--- src/rtl/psk_sweep_ctl.sv ---
// PSK acquisition sweep scheduler: per offset bin clears the correlators, strobes a fixed dwell,
// collects one metric and tracks the best bin. Define PSK_SWEEP_EARLY_LOCK_EN for early lock.
module psk_sweep_ctl #(
  parameter int unsigned OFFSET_W    = 4,
  parameter int unsigned NUM_OFFSETS = 16,
  parameter int unsigned STB_PERIOD  = 16,
  parameter int unsigned DUMPS       = 256,
  parameter int unsigned METRIC_W    = 8,
  parameter int unsigned TIMEOUT     = 1024
`ifdef PSK_SWEEP_EARLY_LOCK_EN
  ,
  parameter logic [METRIC_W-1:0] LOCK_THRESH = METRIC_W'(8'hC0)
`endif
) (
  input  logic                clk,
  input  logic                rst_in_n,
  input  logic                start,
  input  logic                abort,
  input  logic [METRIC_W-1:0] metric,
  input  logic                metric_vld,
  output logic [OFFSET_W-1:0] offset,
  output logic                corr_rst,
  output logic                stb,
  output logic                metric_req,
  output logic [OFFSET_W-1:0] best_offset,
  output logic [METRIC_W-1:0] best_metric,
  output logic                busy,
  output logic                done,
  output logic                err
);

  localparam int unsigned CLR_W  = $clog2(2) + 1;
  localparam int unsigned STB_W  = $clog2(STB_PERIOD) + 1;
  localparam int unsigned DUMP_W = $clog2(DUMPS) + 1;
  localparam int unsigned WAIT_W = $clog2(TIMEOUT) + 1;

  typedef enum logic [2:0] {IDLE, CLEAR, DWELL, WAIT_M, COMPARE, FINISH} state_t;

  state_t              state, state_d;
  logic [OFFSET_W-1:0] offset_d, best_offset_d;
  logic [METRIC_W-1:0] best_metric_d, metric_q, metric_q_d;
  logic                busy_d, done_d, err_d, corr_rst_d, stb_d, metric_req_d;
  logic [CLR_W-1:0]    clr_cnt, clr_cnt_d;
  logic [STB_W-1:0]    stb_cnt, stb_cnt_d;
  logic [DUMP_W-1:0]   dump_cnt, dump_cnt_d;
  logic [WAIT_W-1:0]   wait_cnt, wait_cnt_d;

  // State and all registered outputs
  always_ff @(posedge clk or negedge rst_in_n) begin
    if (!rst_in_n) begin
      state       <= IDLE;
      offset      <= '0;
      best_offset <= '0;
      best_metric <= '0;
      metric_q    <= '0;
      busy        <= 1'b0;
      done        <= 1'b0;
      err         <= 1'b0;
      corr_rst    <= 1'b0;
      stb         <= 1'b0;
      metric_req  <= 1'b0;
      clr_cnt     <= '0;
      stb_cnt     <= '0;
      dump_cnt    <= '0;
      wait_cnt    <= '0;
    end else begin
      state       <= state_d;
      offset      <= offset_d;
      best_offset <= best_offset_d;
      best_metric <= best_metric_d;
      metric_q    <= metric_q_d;
      busy        <= busy_d;
      done        <= done_d;
      err         <= err_d;
      corr_rst    <= corr_rst_d;
      stb         <= stb_d;
      metric_req  <= metric_req_d;
      clr_cnt     <= clr_cnt_d;
      stb_cnt     <= stb_cnt_d;
      dump_cnt    <= dump_cnt_d;
      wait_cnt    <= wait_cnt_d;
    end
  end

  // Next state, datapath updates and next output values
  always_comb begin
    state_d       = state;
    offset_d      = offset;
    best_offset_d = best_offset;
    best_metric_d = best_metric;
    metric_q_d    = metric_q;
    busy_d        = busy;
    err_d         = err;
    clr_cnt_d     = '0;
    stb_cnt_d     = '0;
    dump_cnt_d    = '0;
    wait_cnt_d    = '0;

    case (state)
      IDLE: begin
        if (start && !abort) begin
          state_d       = CLEAR;
          offset_d      = '0;
          best_offset_d = '0;
          best_metric_d = '0;
          err_d         = 1'b0;
          busy_d        = 1'b1;
        end
      end
      CLEAR: begin
        if (clr_cnt == CLR_W'(1)) state_d = DWELL;
        else                      clr_cnt_d = clr_cnt + CLR_W'(1);
      end
      DWELL: begin
        stb_cnt_d  = stb_cnt + STB_W'(1);
        dump_cnt_d = dump_cnt;
        if (stb_cnt == STB_W'(STB_PERIOD - 1)) begin
          stb_cnt_d  = '0;
          dump_cnt_d = dump_cnt + DUMP_W'(1);
          if (dump_cnt == DUMP_W'(DUMPS - 1)) begin
            dump_cnt_d = '0;
            state_d    = WAIT_M;
          end
        end
      end
      WAIT_M: begin
        if (metric_vld) begin
          metric_q_d = metric;
          state_d    = COMPARE;
        end else if (wait_cnt == WAIT_W'(TIMEOUT - 1)) begin
          metric_q_d = '0;
          err_d      = 1'b1;
          state_d    = COMPARE;
        end else begin
          wait_cnt_d = wait_cnt + WAIT_W'(1);
        end
      end
      COMPARE: begin
`ifdef PSK_SWEEP_EARLY_LOCK_EN
        if (metric_q >= LOCK_THRESH) begin
          best_metric_d = metric_q;
          best_offset_d = offset;
          state_d       = FINISH;
        end else
`endif
        begin
          // Strict compare so a tie keeps the earlier (lower) bin
          if (metric_q > best_metric) begin
            best_metric_d = metric_q;
            best_offset_d = offset;
          end
          if (offset == OFFSET_W'(NUM_OFFSETS - 1)) begin
            state_d = FINISH;
          end else begin
            offset_d = offset + OFFSET_W'(1);
            state_d  = CLEAR;
          end
        end
      end
      FINISH: begin
        offset_d = best_offset;
        busy_d   = 1'b0;
        state_d  = IDLE;
      end
      default: state_d = IDLE;
    endcase

    // Abort parks the NCO on the best bin so far; partial results are kept
    if (abort && state != IDLE) begin
      state_d       = IDLE;
      offset_d      = best_offset;
      best_offset_d = best_offset;
      best_metric_d = best_metric;
      busy_d        = 1'b0;
      stb_cnt_d     = '0;
      dump_cnt_d    = '0;
      wait_cnt_d    = '0;
      clr_cnt_d     = '0;
    end

    corr_rst_d   = (state_d == CLEAR);
    stb_d        = (state_d == DWELL) && (stb_cnt_d == STB_W'(STB_PERIOD - 1));
    metric_req_d = stb_d && (dump_cnt_d == DUMP_W'(DUMPS - 1));
    done_d       = (state_d == FINISH);
  end

endmodule

--- config.mk ---
export PLATFORM = sky130hd
export DESIGN_NAME = psk_sweep_ctl
export DESIGN_NICKNAME = d
export VERILOG_FILES = /design/src/rtl/psk_sweep_ctl.sv
export SDC_FILE = /design/constraint.sdc
export NUM_CORES = 1
export LEC_CHECK = 0
export CORE_UTILIZATION = 41
export CTS_CLUSTER_DIAMETER = 150
export DETAILED_ROUTE_END_ITERATION = 16
export GPL_ROUTABILITY_DRIVEN = 0
export GPL_TIMING_DRIVEN = 0
export HOLD_SLACK_MARGIN = 0.06
export PLACE_DENSITY = 0.7
export SLEW_MARGIN = 10
export SYNTH_ARGS = -nofsm -noshare
export SYNTH_HDL_FRONTEND = slang
export SYNTH_SLANG_ARGS = --single-unit
export TNS_END_PERCENT = 1
--- constraint.sdc ---
create_clock -name clk -period 2.6 [get_ports clk]
set_input_delay 0.65 -clock clk [delete_from_list [all_inputs] [get_ports clk]]
set_output_delay 0.65 -clock clk [all_outputs]
set_load 0.01 [all_outputs]
# After elaboration in Yosys (flattened, before gate mapping)
# Cells that the tools add are included.
# Widths: inputs -> output; s select.
op_classes:
  magnitude_cmp: 1
  bitwise_logic: 1
  n_reduce_logical: 17
  add_sub_neg: 5
  n_mux: 41
  eq_ne: 21
op_table:
  columns: ["operator", "count"]
  rows:
  - ["$mux 11", 4]
  - ["$mux 9", 4]
  - ["$mux 8", 4]
  - ["$mux 3", 8]
  - ["$eq 9x8->1 const B", 2]
  - ["$mux 4", 4]
  - ["$pmux 8 s2", 1]
  - ["$mux 5", 3]
  - ["$pmux 3 s5", 1]
  - ["$pmux 4 s3", 1]
  - ["$add 11x1->11 const B", 1]
  - ["$eq 11x10->1 const B", 1]
  - ["$eq 5x4->1 const B", 2]
  - ["$add 9x1->9 const B", 1]
  - ["$eq 3x2->1 const B", 3]
  - ["$eq 3x3->1 const B", 3]
  - ["$gt 8x8->1", 1]
  - ["$ne 2x2->1 const B", 4]
  - ["$pmux 4 s2", 1]
  - ["$reduce_and 4->1", 2]
  - ["$eq 3x1->1 const B", 2]
  - ["$mux 2", 3]
  - ["$ne 3x3->1 const B", 2]
  - ["$reduce_bool 2->1", 3]
  - ["other kinds (15)", 25]
totals:
  register_bits: 60
  output_inout_bits: 22
  wordCells: 101

# Logic depth before layout (Yosys ltp)
# Gate-level depths: netlist of run 1.
logic_depth:
  depth_word: 8
  depth_mapped: 8

# Least setup slack after synthesis of run 1
# Ideal clock, no wire load.
synth_timing:
  kind: "register to register"
  startpoint: "reg best_metric[5]"
  endpoint: "reg best_metric[2]"
  setup_slack_ns: 0.299
  stages_incl_launch_ff: 9
  t_arrival_ns: 2.177
  n_path_buf: 1
  synth_period_minus_slack_ns: 2.301
  cell_sequence: "dfrtp_1 > inv_1 > ha_1 > a21o_1 > a21oi_1 > nor2b_1 > o41ai_1 > buf_2 > mux2_2"
synth_between:
  elab_chain_len: 3
synth_rtl:
  columns: ["item", "line", "text"]
  rows:
  - ["from (decl)", "26", "output logic [METRIC_W-1:0] best_metric,"]
  - ["from (signal assigned)", "70", "best_metric <= best_metric_d;"]
  - ["$gt 8x8->1", "148", "if (metric_q > best_metric) begin"]
  - ["$ne 2x2->1 (no source line)", null, null]
  - ["$reduce_and 4->1 (no source line)", null, null]
# Every way passes these cells.
# A chain may end at the register's enable or synchronous reset.

# Worst setup path after layout of run 1
layout_timing:
  startpoint: "in abort"
  endpoint: "reg metric_req"
layout_between:
  elab_chain_len: 8
  word_cells_on_any_way: 13
  classes_between: "3 x eq/ne; 5 x mux; 5 x reduce/logical"
layout_rtl:
  columns: ["item", "line", "text"]
  rows:
  - ["from (decl)", "18", "input logic abort,"]
  - ["$logic_not 1->1", "101", "if (start && !abort) begin"]
  - ["$logic_and 1x1->1", "101", null]
  - ["$mux 3", "101", null]
  - ["$pmux 3 s5", "99", "case (state)"]
  - ["$mux 3", "169", "if (abort && state != IDLE) begin"]
  - ["$eq 3x2->1", "182", "stb_d = (state_d == DWELL) && (stb_cnt_d == STB_W'(STB_PERIOD - 1));"]
  - ["$logic_and 1x1->1", "182", null]
  - ["$logic_and 1x1->1 (*)", "183", "metric_req_d = stb_d && (dump_cnt_d == DUMP_W'(DUMPS - 1));"]
  - ["net metric_req_d", "42", "logic busy_d, done_d, err_d, corr_rst_d, stb_d, metric_req_d;"]
  - ["to (signal assigned)", "77", "metric_req <= metric_req_d;"]
  - ["to (decl)", "24", "output logic metric_req,"]
# Mark *: on every way through the listed nets, which the timed path passes. The rest lies on a longest branch.

==> results of run 1 <==
power by group:
group | leakage, nW | total [mW] | internal, mW | switching [mW]
Combinational | 0.733 | 0.644 | 0.290 | 0.354
Clock | 0.110 | 0.940 | 0.545 | 0.395
Sequential | 0.825 | 1.11 | 1.03 | 0.0784
state kept, by name, summed over array words and instances (netlist names), 2 cells and up:
signal and cells:
wait_cnt 11, dump_cnt 9, best_metric 8, metric_q 8, stb_cnt 5, best_offset 4
offset 4, state 3, clr_cnt 2
Yosys cell counts (all sizes together), types with 2 or more instances:
| master | instances |
|---|---|
| a21oi | 16 |
| a22o | 8 |
| a31oi | 7 |
| and2 | 4 |
| and3 | 17 |
| and4 | 2 |
| buf | 2 |
| clkbuf | 9 |
| dfrtp | 60 |
| ha | 12 |
| inv | 14 |
| mux2 | 12 |
| nand2 | 19 |
| nand2b | 5 |
| nand3 | 10 |
| nand4 | 7 |
| nand4b | 3 |
| nor2 | 30 |
| nor2b | 5 |
| nor3 | 5 |
| nor4b | 2 |
| o211a | 2 |
| o211ai | 2 |
| o21ai | 9 |
| or3 | 3 |
| xnor2 | 5 |
| xor2 | 10 |
how the worst max path moves through the flow:
| stage | start | to | cells after the start |
|---|---|---|---|
| detailed placement | abort | best_offset[0]$_DFFE_PN0P_ | 7 |
| floorplan | best_metric[5]$_DFFE_PN0P_ | best_metric[2]$_DFFE_PN0P_ | 8 |
| global placement | rst_in_n | metric_q[5]$_DFFE_PN0P_ | 1 |
| finish | abort | metric_req$_DFF_PN0_ | 6 |
| CTS | abort | metric_req$_DFF_PN0_ | 5 |
| global route | abort | metric_req$_DFF_PN0_ | 6 |
what timing repair did:
| item | in CTS | in global routing |
|---|---|---|
| setup endpoints to repair | 11 | 13 |
| pin swaps | 0 | 0 |
| resized for setup | 0 | 4 |
metal layers:
layer	GRT usage, %	part of all wire [%]
met1	24.11	46
met2	28.05	47
met3	6.315	5.2
met4	7.750	1.1
met5	0	0
kinds of logic (layout without fill, tap and decap cells):
group | after synthesis | count (layout)
compound gates | 52 | 52
xor+xnor | 15 | 15
fa+ha+maj | 12 | 12
buf+inv | 25 | 75
flops | 60 | 60
mux | 13 | 13
simple gates | 119 | 119
metrics by stage:
| stage | cell area (sq um) | setup slack [ns] |
|---|---|---|
| after floorplan | 3025 | 0.2987 |
| after global placement | 3486 | -1.057 |
| after detailed placement | 3483 | -0.3813 |
| after CTS | 3706 | -0.02661 |
| after global routing | 3731 | 0.003918 |
| final | 3731 | 0.1124 |
final cells by class:
type | instances | area share [%]
sequential | 60 | 40.24
multi-input combinational | 211 | 38.77
timing repair buffer | 34 | 9.054
clock buffer | 9 | 3.320
tap | 96 | 3.219
clock inverter | 7 | 2.649
inverter | 14 | 1.408
buffer | 11 | 1.341
==> results.cfg, run 1 <==
[run_status]
status = complete, no violations

[worst_setup_path]
timing.rr.end = best_metric[3]$_DFFE_PN0P_
r2r-start = best_metric[5]$_DFFE_PN0P_
path_buf_inv = 1
worstPathCellList = clkdlybuf4s50_1 > or4b_4 > or3_4 > a2111oi_2 > and4bb_1 > and4_1
slowest_stage = or4b_4
r2r_slack_ns = 0.20
crit_fanout = 4
r2r_cells = 8
crit_required_ns = 2.88
path_delay_family = simple AND/OR/NAND/NOR gates
max_stage_delay_ns = 0.55
end_kind = register
start_kind = input port
cp.arrival_ns = 2.77
path_class = input port to register

[floorplanning]
die_w_um = 87.90
rows = 30
initial_core_util_pct = 43.57
core_area_sq_mm = 0.006944
io_pins = 35
die_area_sq_mm = 0.007726
die_h_um = 87.90

[layout]
drive_above_1_share_pct = 11.27
final_nets = 366
layoutNonFillerInstCount = 442
fillerInstances = 609
ff_latch_area_sq_mm = 0.001501
postLayoutCoreUtil_pct = 53.73
multi_input_area_sq_mm = 0.001446
n_antenna_cell = 0
final_common_cell = dfrtp_1
layout_common_cells = dfrtp_1 (60), clkdlybuf4s50_1 (33), nor2_1 (30)
area_delta_synth_final_pct = 23.33

[synthesis]
synth-seq-cells = 60
yosysUniqueCellTypes = 45
ys_seq_area_share_pct = 49.63
synth_top_area_cell = dfrtp_1
synthArstFlopShare_pct = 100.0
synth_edf_count = 0
synth_area_leaders = dfrtp_1 (50%), ha_1 (5.0%), mux2_2 (4.5%)
synth_mux_area_share_pct = 4.797
synth_xor_area_share_pct = 4.342
synth_compound_area_share_pct = 11.41
ys_warn_count = 0
synthCells = 296
syn-cell-area_sq_mm = 0.003025
synth_top_family_by_area = simple AND/OR/NAND/NOR gates
synth_ff_type = dfrtp_1
syn_nets = 321
yosys.area.top_type_share_pct = 49.63
avgSynthCellArea_sq_um = 10.22
synthSimpleGateAreaFrac_pct = 21.46
synthAdderAreaFrac_pct = 4.963

[sta]
setup_viol = 0
fin_skew_ns = 0.008006
hold_slack_ns = 0.3657
max_freq_ghz = 0.4020
relSlewSlack_pct = 36.27
finalSetupTns_ns = 0
min_period_over_period_pct = 95.68
finalMaxSlewViolations = 0
worst_slew_pin_slew_ns = 0.9516
min_period_ns = 2.488
rsz0062_at_grt = no
final-hold-violation-count = 0

[grt]
grt_pass1_vias = 2309
grt_pass1_wl_um = 10740
grt.overflow.total = 0
antenna_found_initial = 0
grt_start_max_net_pins = 61
grt_usage_pct = 18.47

[route]
wirelength_um = 6178
ant_nets = 0
vias = 2354
drc = 0
drt_iter0_drc = 128
dr.pass1.iters = 4
vias_per_cell = 5.326
wl_per_cell_um = 13.98

[clocking]
cts_buffers = 9
hold_buffers = 0
path_clk_slew_ns = 0.08
htreeDepth = 3
cts.sinks = 60
clock-root-buffer = clkbuf_8
clock_path_buffers = 2
clock_latency_ns = 0.35
cts_setup_buffers = 0
cts_tree = yes

[pwr]
vdd_drop_max_mv = 0.2703
p_total_mw = 2.690
power_density_mw_per_mm2 = 721.0
p_leak_nw = 1.668

[worst_hold_path]
hp-class = input port to asynchronous set/reset pin

[placement]
portBuffers = 34
dp_cells = 426
dp_hpwl_um = 4172

[job]
max_cap_viol_count = 0
(Power assumes the default switching activity.)
==> inputs of run 2 (changes only) <==
ABC_CLOCK_PERIOD_IN_PS = 2600   (was not set)
==> results of run 2 <==
The final DEF is identical to that of run 1; final timing and power are the same.
